**config.mk**
```make
export PLATFORM = sky130hd
export DESIGN_NAME = rom_loader_flat
export DESIGN_NICKNAME = d
export VERILOG_FILES = /design/src/rtl/rom_loader_if.sv /design/src/rtl/rom_loader.sv /design/src/flat_wrapper.sv
export SDC_FILE = /design/constraint.sdc
export NUM_CORES = 1
export LEC_CHECK = 0
export CAP_MARGIN = 20
export CORE_AREA = 2 2 125 127
export CTS_CLUSTER_SIZE = 28
export DETAILED_ROUTE_END_ITERATION = 6
export DIE_AREA = 0 0 127 129
export PLACE_DENSITY_LB_ADDON = 0.25
export REMOVE_ABC_BUFFERS = 1
export SYNTH_ARGS = -nofsm -noshare
export SYNTH_HDL_FRONTEND = slang
export SYNTH_SLANG_ARGS = --single-unit
```
**constraint.sdc**
```tcl
create_clock -name clk_i -period 5.05 [get_ports clk_i]
set_input_delay 1.515 -clock clk_i [delete_from_list [all_inputs] [get_ports clk_i]]
set_output_delay 1.515 -clock clk_i [all_outputs]
set_load 0.1 [all_outputs]
```
**src/rtl/rom_loader_if.sv**
```systemverilog
// Byte-stream input and ROM write / core-control outputs of the ROM loader.
interface rom_loader_if;
  logic [7:0]  byte_i;
  logic        byte_valid_i;
  logic        byte_ready_o;
  logic [15:0] w_rom_addr_o;
  logic [31:0] w_rom_data_o;
  logic        en_w_rom_o;
  logic        cpu_hold_o;
  logic        done_o;
  logic        err_o;

  modport master (
    output byte_i, byte_valid_i,
    input  byte_ready_o, w_rom_addr_o, w_rom_data_o, en_w_rom_o,
           cpu_hold_o, done_o, err_o
  );

  modport slave (
    input  byte_i, byte_valid_i,
    output byte_ready_o, w_rom_addr_o, w_rom_data_o, en_w_rom_o,
           cpu_hold_o, done_o, err_o
  );
endinterface

```
**src/rtl/rom_loader.sv**
```systemverilog
// Framed byte-stream ROM loader: sync, 16-bit word count, LSB-first words, XOR checksum.
// Holds the core for the whole frame and writes one 32-bit word per WRITE cycle.
module rom_loader #(
  parameter int unsigned MAX_ROM_ADDR = 255,
  parameter int unsigned TIMEOUT      = 1000
) (
  input logic         clk_i,
  input logic         rst_i,
  rom_loader_if.slave bus
);

  localparam int unsigned TO_W  = $clog2(TIMEOUT + 1);
  localparam logic [16:0] N_MAX = 17'(MAX_ROM_ADDR + 1);
  localparam logic [7:0]  SYNC  = 8'hA5;

  typedef enum logic [2:0] {
    S_IDLE, S_LEN, S_DATA, S_WRITE, S_CSUM, S_DONE, S_ERR
  } state_t;

  state_t         state;
  logic [15:0]    n_words;
  logic [15:0]    word_idx;
  logic [1:0]     byte_cnt;
  logic [7:0]     len_l;
  logic [7:0]     csum;
  logic [23:0]    word_lo;
  logic [TO_W-1:0] to_cnt;

  logic        xfer;
  logic        counting;
  logic        to_hit;
  logic [15:0] n_new;
  logic [16:0] idx_next;

  assign xfer     = bus.byte_valid_i & bus.byte_ready_o;
  assign counting = ((state == S_LEN) || (state == S_DATA) || (state == S_CSUM)) && !xfer;
  assign to_hit   = counting && (to_cnt == TO_W'(TIMEOUT - 1));
  assign n_new    = {bus.byte_i, len_l};
  assign idx_next = {1'b0, word_idx} + 17'd1;

  // Outputs are updated on each transition so they always reflect the state being entered.
  always_ff @(posedge clk_i or negedge rst_i) begin
    if (!rst_i) begin
      state            <= S_IDLE;
      bus.byte_ready_o <= 1'b1;
      bus.en_w_rom_o   <= 1'b0;
      bus.cpu_hold_o   <= 1'b0;
      bus.done_o       <= 1'b0;
      bus.err_o        <= 1'b0;
      bus.w_rom_addr_o <= '0;
      bus.w_rom_data_o <= '0;
      n_words          <= '0;
      word_idx         <= '0;
      byte_cnt         <= '0;
      len_l            <= '0;
      csum             <= '0;
      word_lo          <= '0;
      to_cnt           <= '0;
    end else begin
      bus.en_w_rom_o <= 1'b0;
      bus.done_o     <= 1'b0;

      if (xfer)          to_cnt <= '0;
      else if (counting) to_cnt <= to_cnt + TO_W'(1);

      case (state)
        S_IDLE: begin
          if (xfer && (bus.byte_i == SYNC)) begin
            state          <= S_LEN;
            bus.cpu_hold_o <= 1'b1;
            bus.err_o      <= 1'b0;
            word_idx       <= '0;
            byte_cnt       <= '0;
            csum           <= '0;
          end
        end

        S_LEN: begin
          if (xfer) begin
            if (byte_cnt == 2'd0) begin
              len_l    <= bus.byte_i;
              byte_cnt <= 2'd1;
            end else begin
              byte_cnt <= 2'd0;
              n_words  <= n_new;
              if ((n_new == 16'd0) || ({1'b0, n_new} > N_MAX)) begin
                state            <= S_ERR;
                bus.byte_ready_o <= 1'b0;
                bus.err_o        <= 1'b1;
              end else begin
                state <= S_DATA;
              end
            end
          end else if (to_hit) begin
            state            <= S_ERR;
            bus.byte_ready_o <= 1'b0;
            bus.err_o        <= 1'b1;
          end
        end

        S_DATA: begin
          if (xfer) begin
            csum     <= csum ^ bus.byte_i;
            byte_cnt <= byte_cnt + 2'd1;
            case (byte_cnt)
              2'd0: word_lo[7:0]   <= bus.byte_i;
              2'd1: word_lo[15:8]  <= bus.byte_i;
              2'd2: word_lo[23:16] <= bus.byte_i;
              default: begin
                state            <= S_WRITE;
                bus.byte_ready_o <= 1'b0;
                bus.en_w_rom_o   <= 1'b1;
                bus.w_rom_addr_o <= word_idx;
                bus.w_rom_data_o <= {bus.byte_i, word_lo};
              end
            endcase
          end else if (to_hit) begin
            state            <= S_ERR;
            bus.byte_ready_o <= 1'b0;
            bus.err_o        <= 1'b1;
          end
        end

        S_WRITE: begin
          word_idx         <= idx_next[15:0];
          bus.byte_ready_o <= 1'b1;
          state            <= (idx_next < {1'b0, n_words}) ? S_DATA : S_CSUM;
        end

        S_CSUM: begin
          if (xfer) begin
            bus.byte_ready_o <= 1'b0;
            if (bus.byte_i == csum) begin
              state      <= S_DONE;
              bus.done_o <= 1'b1;
            end else begin
              state     <= S_ERR;
              bus.err_o <= 1'b1;
            end
          end else if (to_hit) begin
            state            <= S_ERR;
            bus.byte_ready_o <= 1'b0;
            bus.err_o        <= 1'b1;
          end
        end

        default: begin
          state            <= S_IDLE;
          bus.byte_ready_o <= 1'b1;
          bus.cpu_hold_o   <= 1'b0;
        end
      endcase
    end
  end

endmodule

```
**src/flat_wrapper.sv**
```systemverilog
// flat-port wrapper written by rule: the top's interface ports become plain ports
module rom_loader_flat 
#(
  parameter int unsigned MAX_ROM_ADDR = 255,
  parameter int unsigned TIMEOUT      = 1000
)
  (clk_i, rst_i, bus_byte_i, bus_byte_valid_i, bus_byte_ready_o, bus_w_rom_addr_o, bus_w_rom_data_o, bus_en_w_rom_o, bus_cpu_hold_o, bus_done_o, bus_err_o);
  rom_loader_if bus_i ();
  input logic clk_i;
  input logic rst_i;
  input wire logic [$bits(bus_i.byte_i)-1:0] bus_byte_i;
  input wire logic [$bits(bus_i.byte_valid_i)-1:0] bus_byte_valid_i;
  output wire logic [$bits(bus_i.byte_ready_o)-1:0] bus_byte_ready_o;
  output wire logic [$bits(bus_i.w_rom_addr_o)-1:0] bus_w_rom_addr_o;
  output wire logic [$bits(bus_i.w_rom_data_o)-1:0] bus_w_rom_data_o;
  output wire logic [$bits(bus_i.en_w_rom_o)-1:0] bus_en_w_rom_o;
  output wire logic [$bits(bus_i.cpu_hold_o)-1:0] bus_cpu_hold_o;
  output wire logic [$bits(bus_i.done_o)-1:0] bus_done_o;
  output wire logic [$bits(bus_i.err_o)-1:0] bus_err_o;
  assign bus_i.byte_i = bus_byte_i;
  assign bus_i.byte_valid_i = bus_byte_valid_i;
  assign bus_byte_ready_o = bus_i.byte_ready_o;
  assign bus_w_rom_addr_o = bus_i.w_rom_addr_o;
  assign bus_w_rom_data_o = bus_i.w_rom_data_o;
  assign bus_en_w_rom_o = bus_i.en_w_rom_o;
  assign bus_cpu_hold_o = bus_i.cpu_hold_o;
  assign bus_done_o = bus_i.done_o;
  assign bus_err_o = bus_i.err_o;
  rom_loader #(.MAX_ROM_ADDR(MAX_ROM_ADDR), .TIMEOUT(TIMEOUT)) u_core (.clk_i(clk_i), .rst_i(rst_i), .bus(bus_i));
endmodule
```
# --- Word-level counts from Yosys, hierarchy flattened ---
# Index checks and enable logic that the tools add are counted.
word_totals:
  romBits: 0
  latch_bits: 0
  input_bits: 11
  ramBits: 0
  regBits: 140
  n_memories: 0
op_classes:
  n_shift: 0
  mul: 0
  muxes: 48
  n_reduce_logical: 30
  addsub: 3
  n_eq_ne: 17
  n_div: 0
  n_lt_le_gt_ge: 2
  bitwise_logic: 6
ops:
  columns: ["cell", "count"]
  rows:
  - ["case mux 16 bit (2 select lines)", 1]
  - ["two-way mux 3 bit", 9]
  - ["AND reduction 3 bit", 8]
  - ["two-way mux 1 bit", 23]
  - ["two-way mux 10 bit", 2]
  - ["adder 16 x 1 -> 17 bit, second input constant", 1]
  - ["less-than comparator 17 x 16 -> 1 bit", 1]
  - ["greater-than comparator 16 x 9 -> 1 bit, second input constant", 1]
  - ["zero test 16 bit", 1]
  - ["two-way mux 16 bit", 1]
  - ["two-way mux 8 bit", 2]
  - ["case mux 8 bit (2 select lines)", 1]
  - ["case mux 3 bit (5 select lines)", 1]
  - ["!= test 3 bit, second input constant", 4]
  - ["adder 10 x 1 -> 10 bit, second input constant", 1]
  - ["== test 10 bit, second input constant", 1]
  - ["== test 8 bit", 1]
  - ["== test 8 bit, second input constant", 1]
  - ["two-way mux 2 bit", 4]
  - ["case mux 1 bit (4 select lines)", 2]
  - ["AND reduction 4 bit", 2]
  - ["bitwise XOR 8 bit", 1]
  - ["== test 3 x 2 -> 1 bit, second input constant", 2]
  - ["!= test 2 x 1 -> 1 bit, second input constant", 3]
  - ["other kinds (22)", 32]

# --- Longest topological paths before layout ---
# Gate-level depths: netlist of run 1.
logic_depth:
  ltp_word: 8
  depth_mapped: 12
  depth_no_buf: 11

# --- Worst setup path after synthesis of run 1 ---
# OpenSTA, ideal clock, no wires.
synth_timing:
  path_type: "input port to flip-flop"
  startpoint: "input bus_byte_i[1]"
  endpoint: "register u_core.word_idx[10]"
  setup_slack_ps: 1896
  t_arrival_ps: 3033
  stages: 7
  setup_time_ps: 121
  path_cell_list: "buf_6 > or4_4 > buf_6 > o41ai_2 > nand2_1 > buf_6 > a22o_1"
synth_via:
  elab_chain_len: 4
synth_rtl:
  columns: ["element", "line", "rtl"]
  rows:
  - ["start: declaration", "flat_wrapper.sv:11", "input wire logic [$bits(bus_i.byte_i)-1:0] bus_byte_i;"]
  - ["== test 8 bit", "rom_loader.sv:68", "if (xfer && (bus.byte_i == SYNC)) begin"]
  - ["logical AND 1 bit", "rom_loader.sv:68", null]
  - ["!= test 2 x 1 -> 1 bit (no source line)", null, null]
  - ["AND reduction 2 bit (no source line)", null, null]
  - ["end signal: assignment", "rom_loader.sv:125", "word_idx <= idx_next[15:0];"]
  - ["end: declaration", "rom_loader.sv:22", "logic [15:0] word_idx;"]
# Every way passes these cells.
# A chain may end at the register's enable or synchronous reset.

# --- Final worst setup path of run 1 ---
layout_timing:
  startpoint: "input bus_byte_valid_i"
  endpoint: "register u_core.bus.w_rom_data_o[25]"
layout_via:
  elab_chain_len: 2
layout_rtl:
  columns: ["element", "line", "rtl"]
  rows:
  - ["start: declaration", "flat_wrapper.sv:12", "input wire logic [$bits(bus_i.byte_valid_i)-1:0] bus_byte_valid_i;"]
  - ["AND 1 bit", "rom_loader.sv:35", "assign xfer = bus.byte_valid_i & bus.byte_ready_o;"]
  - ["AND reduction 3 bit (no source line)", null, null]
  - ["end signal: assignment", "rom_loader.sv:114", "bus.w_rom_data_o <= {bus.byte_i, word_lo};"]
  - ["end: declaration", "rom_loader_if.sv:21", "output byte_ready_o, w_rom_addr_o, w_rom_data_o, en_w_rom_o,"]
# Every way passes these cells.

==> results of run 1 <==
[power groups by stage]
stage	combinational (W)	clock, W	sequential [W]
6_report	0.0000536	0.00125	0.00112
5_1_grt	0.0000604	0.00132	0.00112
4_1_cts	0.0000534	0.00128	0.00112
3_5_place_dp	0.0000534	0	0.00114
3_3_place_gp	0.0000521	0	0.00114
2_1_floorplan	0.00000468	0	0.00114
[state kept, by name, summed over array words and instances (netlist names), 2 cells and up]
| name | flops |
|---|---|
| u_core.bus.w_rom_data_o | 32 |
| u_core.word_lo | 24 |
| u_core.bus.w_rom_addr_o | 16 |
| u_core.n_words | 16 |
| u_core.word_idx | 16 |
| u_core.to_cnt | 10 |
| u_core.csum | 8 |
| u_core.len_l | 8 |
| u_core.state | 3 |
| u_core.byte_cnt | 2 |
[cell type report]
| class | instances | area (um^2) | share of cell area, % |
|---|---|---|---|
| inverter | 23 | 86.3 | 1.07 |
| multi-input combinational | 391 | 2900 | 36.0 |
| clock inverter | 11 | 130 | 1.62 |
| sequential | 140 | 3500 | 43.5 |
| timing repair buffer | 73 | 727 | 9.03 |
| tap | 188 | 235 | 2.92 |
| clock buffer | 20 | 467 | 5.80 |
[synth_stat cells, types with 3 or more instances]
library cell | n | area, um^2
nor2_1 | 35 | 131
nor4_1 | 3 | 18.8
buf_6 | 4 | 45.0
a21oi_1 | 13 | 65.1
buf_2 | 8 | 40.0
or3b_1 | 3 | 26.3
buf_1 | 4 | 15.0
nand4_1 | 8 | 50.1
or4_1 | 3 | 22.5
or3_1 | 5 | 31.3
o21ai_1 | 5 | 25.0
a211oi_1 | 4 | 30.0
ha_1 | 21 | 263
and3_1 | 11 | 68.8
xor2_1 | 18 | 158
mux2_1 | 7 | 78.8
dfrtp_1 | 139 | 3480
clkbuf_1 | 18 | 67.6
o21ai_0 | 47 | 235
nand2_1 | 47 | 176
nand3_1 | 16 | 80.1
inv_1 | 22 | 82.6
mux2_2 | 73 | 822
xnor2_1 | 12 | 105
and4_1 | 5 | 43.8
a22o_1 | 10 | 87.6
nor3_1 | 5 | 25.0
[cell usage in the layout (no fill, tap or decap), types with 3 or more instances in the layout]
cell	count
ha_1	21
a211oi_1	4
buf_4	9
inv_1	22
a21oi_1	13
or3b_1	3
inv_6	4
nand2_2	3
nor3_1	4
nor4_1	3
nand3_1	16
or3_1	5
a22o_1	10
o21ai_1	5
clkbuf_16	17
clkbuf_8	3
nor2_1	35
or4_1	3
nand2_1	46
nand4_1	8
xnor2_1	12
mux2_2	73
o21ai_0	47
and4_1	5
dfrtp_1	139
mux2_1	7
xor2_1	18
clkdlybuf4s50_1	62
and3_1	11
[layer usage]
| metal | GRT usage (%) | vias to the layer above |
|---|---|---|
| met4 | 6.27 | 0 |
| met1 | 24.9 | 2365 |
| li1 | - | 2198 |
| met5 | 0 | - |
| met3 | 4.53 | 18 |
| met2 | 30.4 | 97 |
[through the flow]
step	worst slack (ps)	power [W]	cell area (um^2)
2_1_floorplan	1070	0.00115	6480
3_3_place_gp	1030	0.00119	7420
3_5_place_dp	987	0.00120	7420
4_1_cts	1390	0.00245	8020
5_1_grt	1230	0.00250	8050
6_report	1410	0.00242	8050
[critical path, delay by kind of cell]
family | cells | cell delay [ps]
mux | 1 | 390
simple gates | 3 | 800
buf+inv | 3 | 1180
[path summary, 6_finish.rpt]
check	start	end	slack, ps	cells after the start
max	bus_byte_valid_i	u_core.bus.w_rom_data_o[25]	1410	7
min	u_core.bus.w_rom_addr_o[8]	u_core.bus.w_rom_addr_o[8]	490	2
max reg2reg	u_core.word_idx[0]	u_core.state[1]	1920	11
min reg2reg	u_core.bus.w_rom_addr_o[8]	u_core.bus.w_rom_addr_o[8]	490	2
max in group asynchronous	rst_i	u_core.word_lo[1]	2970	3
min in group asynchronous	rst_i	u_core.to_cnt[5]	1010	1
[cells by family (layout without fill, tap and decap cells)]
kind of cell               Yosys count  after routing  share of synthesized area [%]
adders and majority gates           21             21                           3.95
AOI/OAI and AO/OA                  100            100                           9.35
xor gates and xnor gates            30             30                           3.95
DFF                                140            140                           52.7
and+or+nand+nor                    158            158                           12.4
buffers and inverters               57            127                           3.82
muxes                               82             82                           13.8
==> flow_summary.yaml, run 1 <==
global_routing:
  grt_use_total_pct: 18.7
  antenna_found_initial: 0
  grt_pass1_wl_mm: 24.2
  grt_overflow: 0
  grt_pass1_vias: 4801
  grt_start_max_net_pins: 115
place:
  gp_congestion: 0.872
  place_hpwl_mm: 9.58
  io_buffer_count: 63
  dp.cells: 814
timing:
  skew_ps: 7.94
  tightestPinTransition_ps: 1000
  fmax_mhz: 275
  hold_violations: 0
  rsz0062_at_grt: "false"
  drv_slew: 0
  fin_crit_sh_pct: 72.1
  fin_crit_ps: 3640
  slew-limit-headroom_pct: 32.8
  tns_ps: 0
  finalSetupViolCount: 0
  whs_ps: 488
yosys:
  async_flop_share_pct: 100
  yosysSeqAreaShare_pct: 52.7
  yosysWarnings: 0
  synthCells: 588
  avgSynthCellArea_um2: 11.3
  synth_flop_cell: "dfrtp_1"
  synth-edff-count: 0
  syn_area_um2: 6650
  yosys.cell_types.count: 61
  ys_ff_latch: 140
drt:
  drc: 0
  wl_met2_mm: 6.99
  viasPerCell: 5.53
  top_layer: "met4"
  first_pass_iters: 5
  postRouteAntennaNets: 0
  first_iter_violations: 330
  wl_met1_mm: 6.61
  routedWlPerCell_um: 16.9
  wl_mm: 14.3
  routed-wl-met3_um: 472
  vias: 4678
layout:
  area_growth_pct: 21.0
  stdcell_count: 846
  nets: 678
  final_core_util_pct: 53.7
  fill_cells: 1306
  drive_above_1_share_pct: 20.1
  antenna_cells: 0
die:
  row_count: 45
  die_h_um: 129
  die_area_um2: 16400
  start_util_pct: 44.4
  die_w_um: 127
  coreArea_um2: 15000
  ios: 64
setup_path:
  endpoint_kind: "register"
  crit_type: "in2reg"
  crit_fanout: 34
  cp_data_arrival_time_ps: 3940
  crit_path_frequent_cell: "buf_4"
  max_stage_delay_ps: 490
  critPathLaunchType: "input port"
  cp_slowest_cell: "clkdlybuf4s50_1"
  critPathRequiredTime_ps: 5350
  crit_chain: "clkdlybuf4s50_1 > nand2_1 > nor2_1 > buf_4 > nand2_2 > buf_4 > mux2_2"
clocking:
  cts_buffer_depth: 2
  cts_setup_buffers: 0
  cts.sinks: 140
  numCtsBuffers: 17
  root_buffer: "clkbuf_16"
  ctsHoldBuffers: 0
  insertion_delay_ps: 410
  cts_tree: "yes"
  cts_resized: 0
  htreeDepth: 4
  cts.clk_slew.worst_paths_ps: 60
power_and_ir_drop:
  leakage_nw: 3.85
  pwr-share-comb_pct: 2.2
  swShare_pct: 21.4
  irDropWorstVdd_uv: 232
  clock_power_share_pct: 51.5
  power_density_nw_per_um2: 301
  p_seq_share_pct: 46.3
  internal-power_w: 0.00191
  switchingPower_w: 0.000519
hold_path:
  hp-class: "reg2reg"
run:
  maxCapViolCount: 0
run_status:
  outcome: "finished clean"
Note: power is estimated with default switching activity, not from simulation.
==> inputs of run 2 (changes only) <==
- clock period: 5.05 -> 2.92 ns (I/O delays scaled with it)
==> run 2 against run 1 <==
- sequential share of layout area shrank 0.13 points
- largest power group unchanged
- sequential power grew 73%
- highest routed layer unchanged
- clock-buffer cell count shrank 3
- combinational power grew 90%
- worst setup slack lost 1200 ps
- final area grew 0.31%
- register-to-register slack lost 1700 ps
- hold slack lost 83 ps
- clock skew grew 11 ps
- non-clock buffer count grew 19
==> flow_summary.yaml, run 2 (synthesis gave the netlist of run 1 again) <==
layout:
  nets: 697
  drive_above_1_share_pct: 30.5
  stdcell_count: 866
  final_core_util_pct: 53.9
  seqCellArea_um2: 3500
  multi_input_area_um2: 2910
  layout_commonest_cell: "dfrtp_1"
  largest_register_ffs: 32
  antenna_cells: 0
  area_growth_pct: 21.4
  reg_top3: "u_core.bus.w_rom_data_o x32, u_core.word_lo x24"
  fill_cells: 1280
  layout_common_cells: "dfrtp_1 (139), buf_4 (80), mux2_2 (73), o21ai_0 (47), nand2_1 (46)"
  finish.instance_area_um2: 8070
  top_register: "u_core.bus.w_rom_data_o"
timing:
  hold_violations: 0
  slew-limit-headroom_pct: 56.6
  rsz0062_at_grt: "false"
  fin_crit_ps: 2690
  fmax_mhz: 372
  fin_ws_ps: 232
  drv_slew: 0
  fin_crit_sh_pct: 92.1
  whs_ps: 405
  finalSetupViolCount: 0
  skew_ps: 18.6
  tightestPinTransition_ps: 648
drt:
  first_pass_iters: 5
  postRouteAntennaNets: 0
  routedWlPerCell_um: 16.6
  viasPerCell: 5.45
  drc: 0
  vias: 4720
  wl_mm: 14.3
  first_iter_violations: 270
setup_path:
  crit_fanout: 6
  crit_start: "u_core.word_idx[1]"
  critPathRequiredTime_ps: 3270
  max_stage_delay_ps: 410
  r2r-start: "u_core.word_idx[1]"
  rr_worst_depth: 11
  crit_type: "reg2reg"
  endpoint_kind: "register"
  r2r_setup_slack_ps: 230
  cp_top_family: "compound AO/OA/AOI/OAI gates"
  crit_path_frequent_cell: "ha_1"
  critPathLaunchType: "register"
  crit_chain: "ha_1 > and3_1 > nand3_2 > nor2_1 > xor2_1 > ha_1 > a21oi_1 > a31o_2 > o311ai_1 > a211oi_2 > o31a_1"
  r2r_end: "u_core.state[1]"
  endpoint: "u_core.state[1]"
  path_buf_inv: 0
  cp_slowest_cell: "dfrtp_1"
  cp_data_arrival_time_ps: 3040
  cp.depth: 11
clocking:
  cts.sinks: 140
  insertion_delay_ps: 430
  ctsHoldBuffers: 0
  cts_buffer_depth: 2
  cts.clk_slew.worst_paths_ps: 60
  htreeDepth: 4
  cts_tree: "yes"
  numCtsBuffers: 17
  root_buffer: "clkbuf_16"
  cts_setup_buffers: 0
global_routing:
  grt_pass1_wl_mm: 24.1
  antenna_found_initial: 0
  grt_start_max_net_pins: 62
  grt_use_total_pct: 18.7
  grt_pass1_vias: 4754
  grt_overflow: 0
place:
  io_buffer_count: 63
  dp_slack_ps: -1.94
  gp_congestion: 0.907
  dp.cells: 834
  place_area_um2: 7470
  place_hpwl_mm: 10.1
die:
  die_w_um: 127
  start_util_pct: 44.4
  coreArea_um2: 15000
  die_area_um2: 16400
  row_count: 45
  die_h_um: 129
  ios: 64
power_and_ir_drop:
  irDropWorstVdd_uv: 361
  leakage_nw: 4.05
  power_density_nw_per_um2: 520
hold_path:
  hp-class: "in2async"
run:
  maxCapViolCount: 0
run_status:
  outcome: "finished clean"
run 2: area by class of cell:
type	instances	share of cell area [%]
clock buffers	17	5.27
repair buffers	92	9.19
multi-input cells	391	36.0
inverters	23	1.07
clock inverters	15	2.12
flip-flops and latches	140	43.4
well taps	188	2.91
run 2: metal layers:
layer / vias up / wire length, um / global-route usage [%]
li1: 2237 / - / -
met4: 0 / 204 / 7.05
met1: 2375 / 6650 / 25.2
met5: - / 0 / 0
met2: 93 / 7030 / 30.5
met3: 15 / 456 / 3.37
run 2: how the worst min path moves through the flow:
stage | start | endpoint | cells after the start
6_report | rst_i | u_core.csum[2] | 1
5_1_grt | rst_i | u_core.bus.w_rom_data_o[23] | 1
4_1_cts | rst_i | u_core.csum[5] | 1
3_5_place_dp | u_core.word_lo[15] | u_core.bus.w_rom_data_o[15] | 1
3_3_place_gp | u_core.word_lo[15] | u_core.bus.w_rom_data_o[15] | 1
2_1_floorplan | u_core.word_lo[15] | u_core.bus.w_rom_data_o[15] | 1
run 2: power breakdown:
group	internal, W	switching (W)
sequential	0.00194	0
clock	0.00122	0.000935
combinational	0.0000311	0.0000711
total	0.00319	0.00101
run 2: repair_timing:
action / 4_1_cts / 5_1_grt
setup endpoints to repair: 0 / 2
gates resized for setup: 0 / 2
endpoints found under the hold margin: 0 / 0
run 2: metrics by stage:
stage	TNS (ps)	total power, W
2_1_floorplan	-27670	0.00198
3_3_place_gp	-5.96	0.00208
3_5_place_dp	-1.94	0.00208
4_1_cts	0	0.00424
5_1_grt	0	0.00435
6_report	0	0.00420
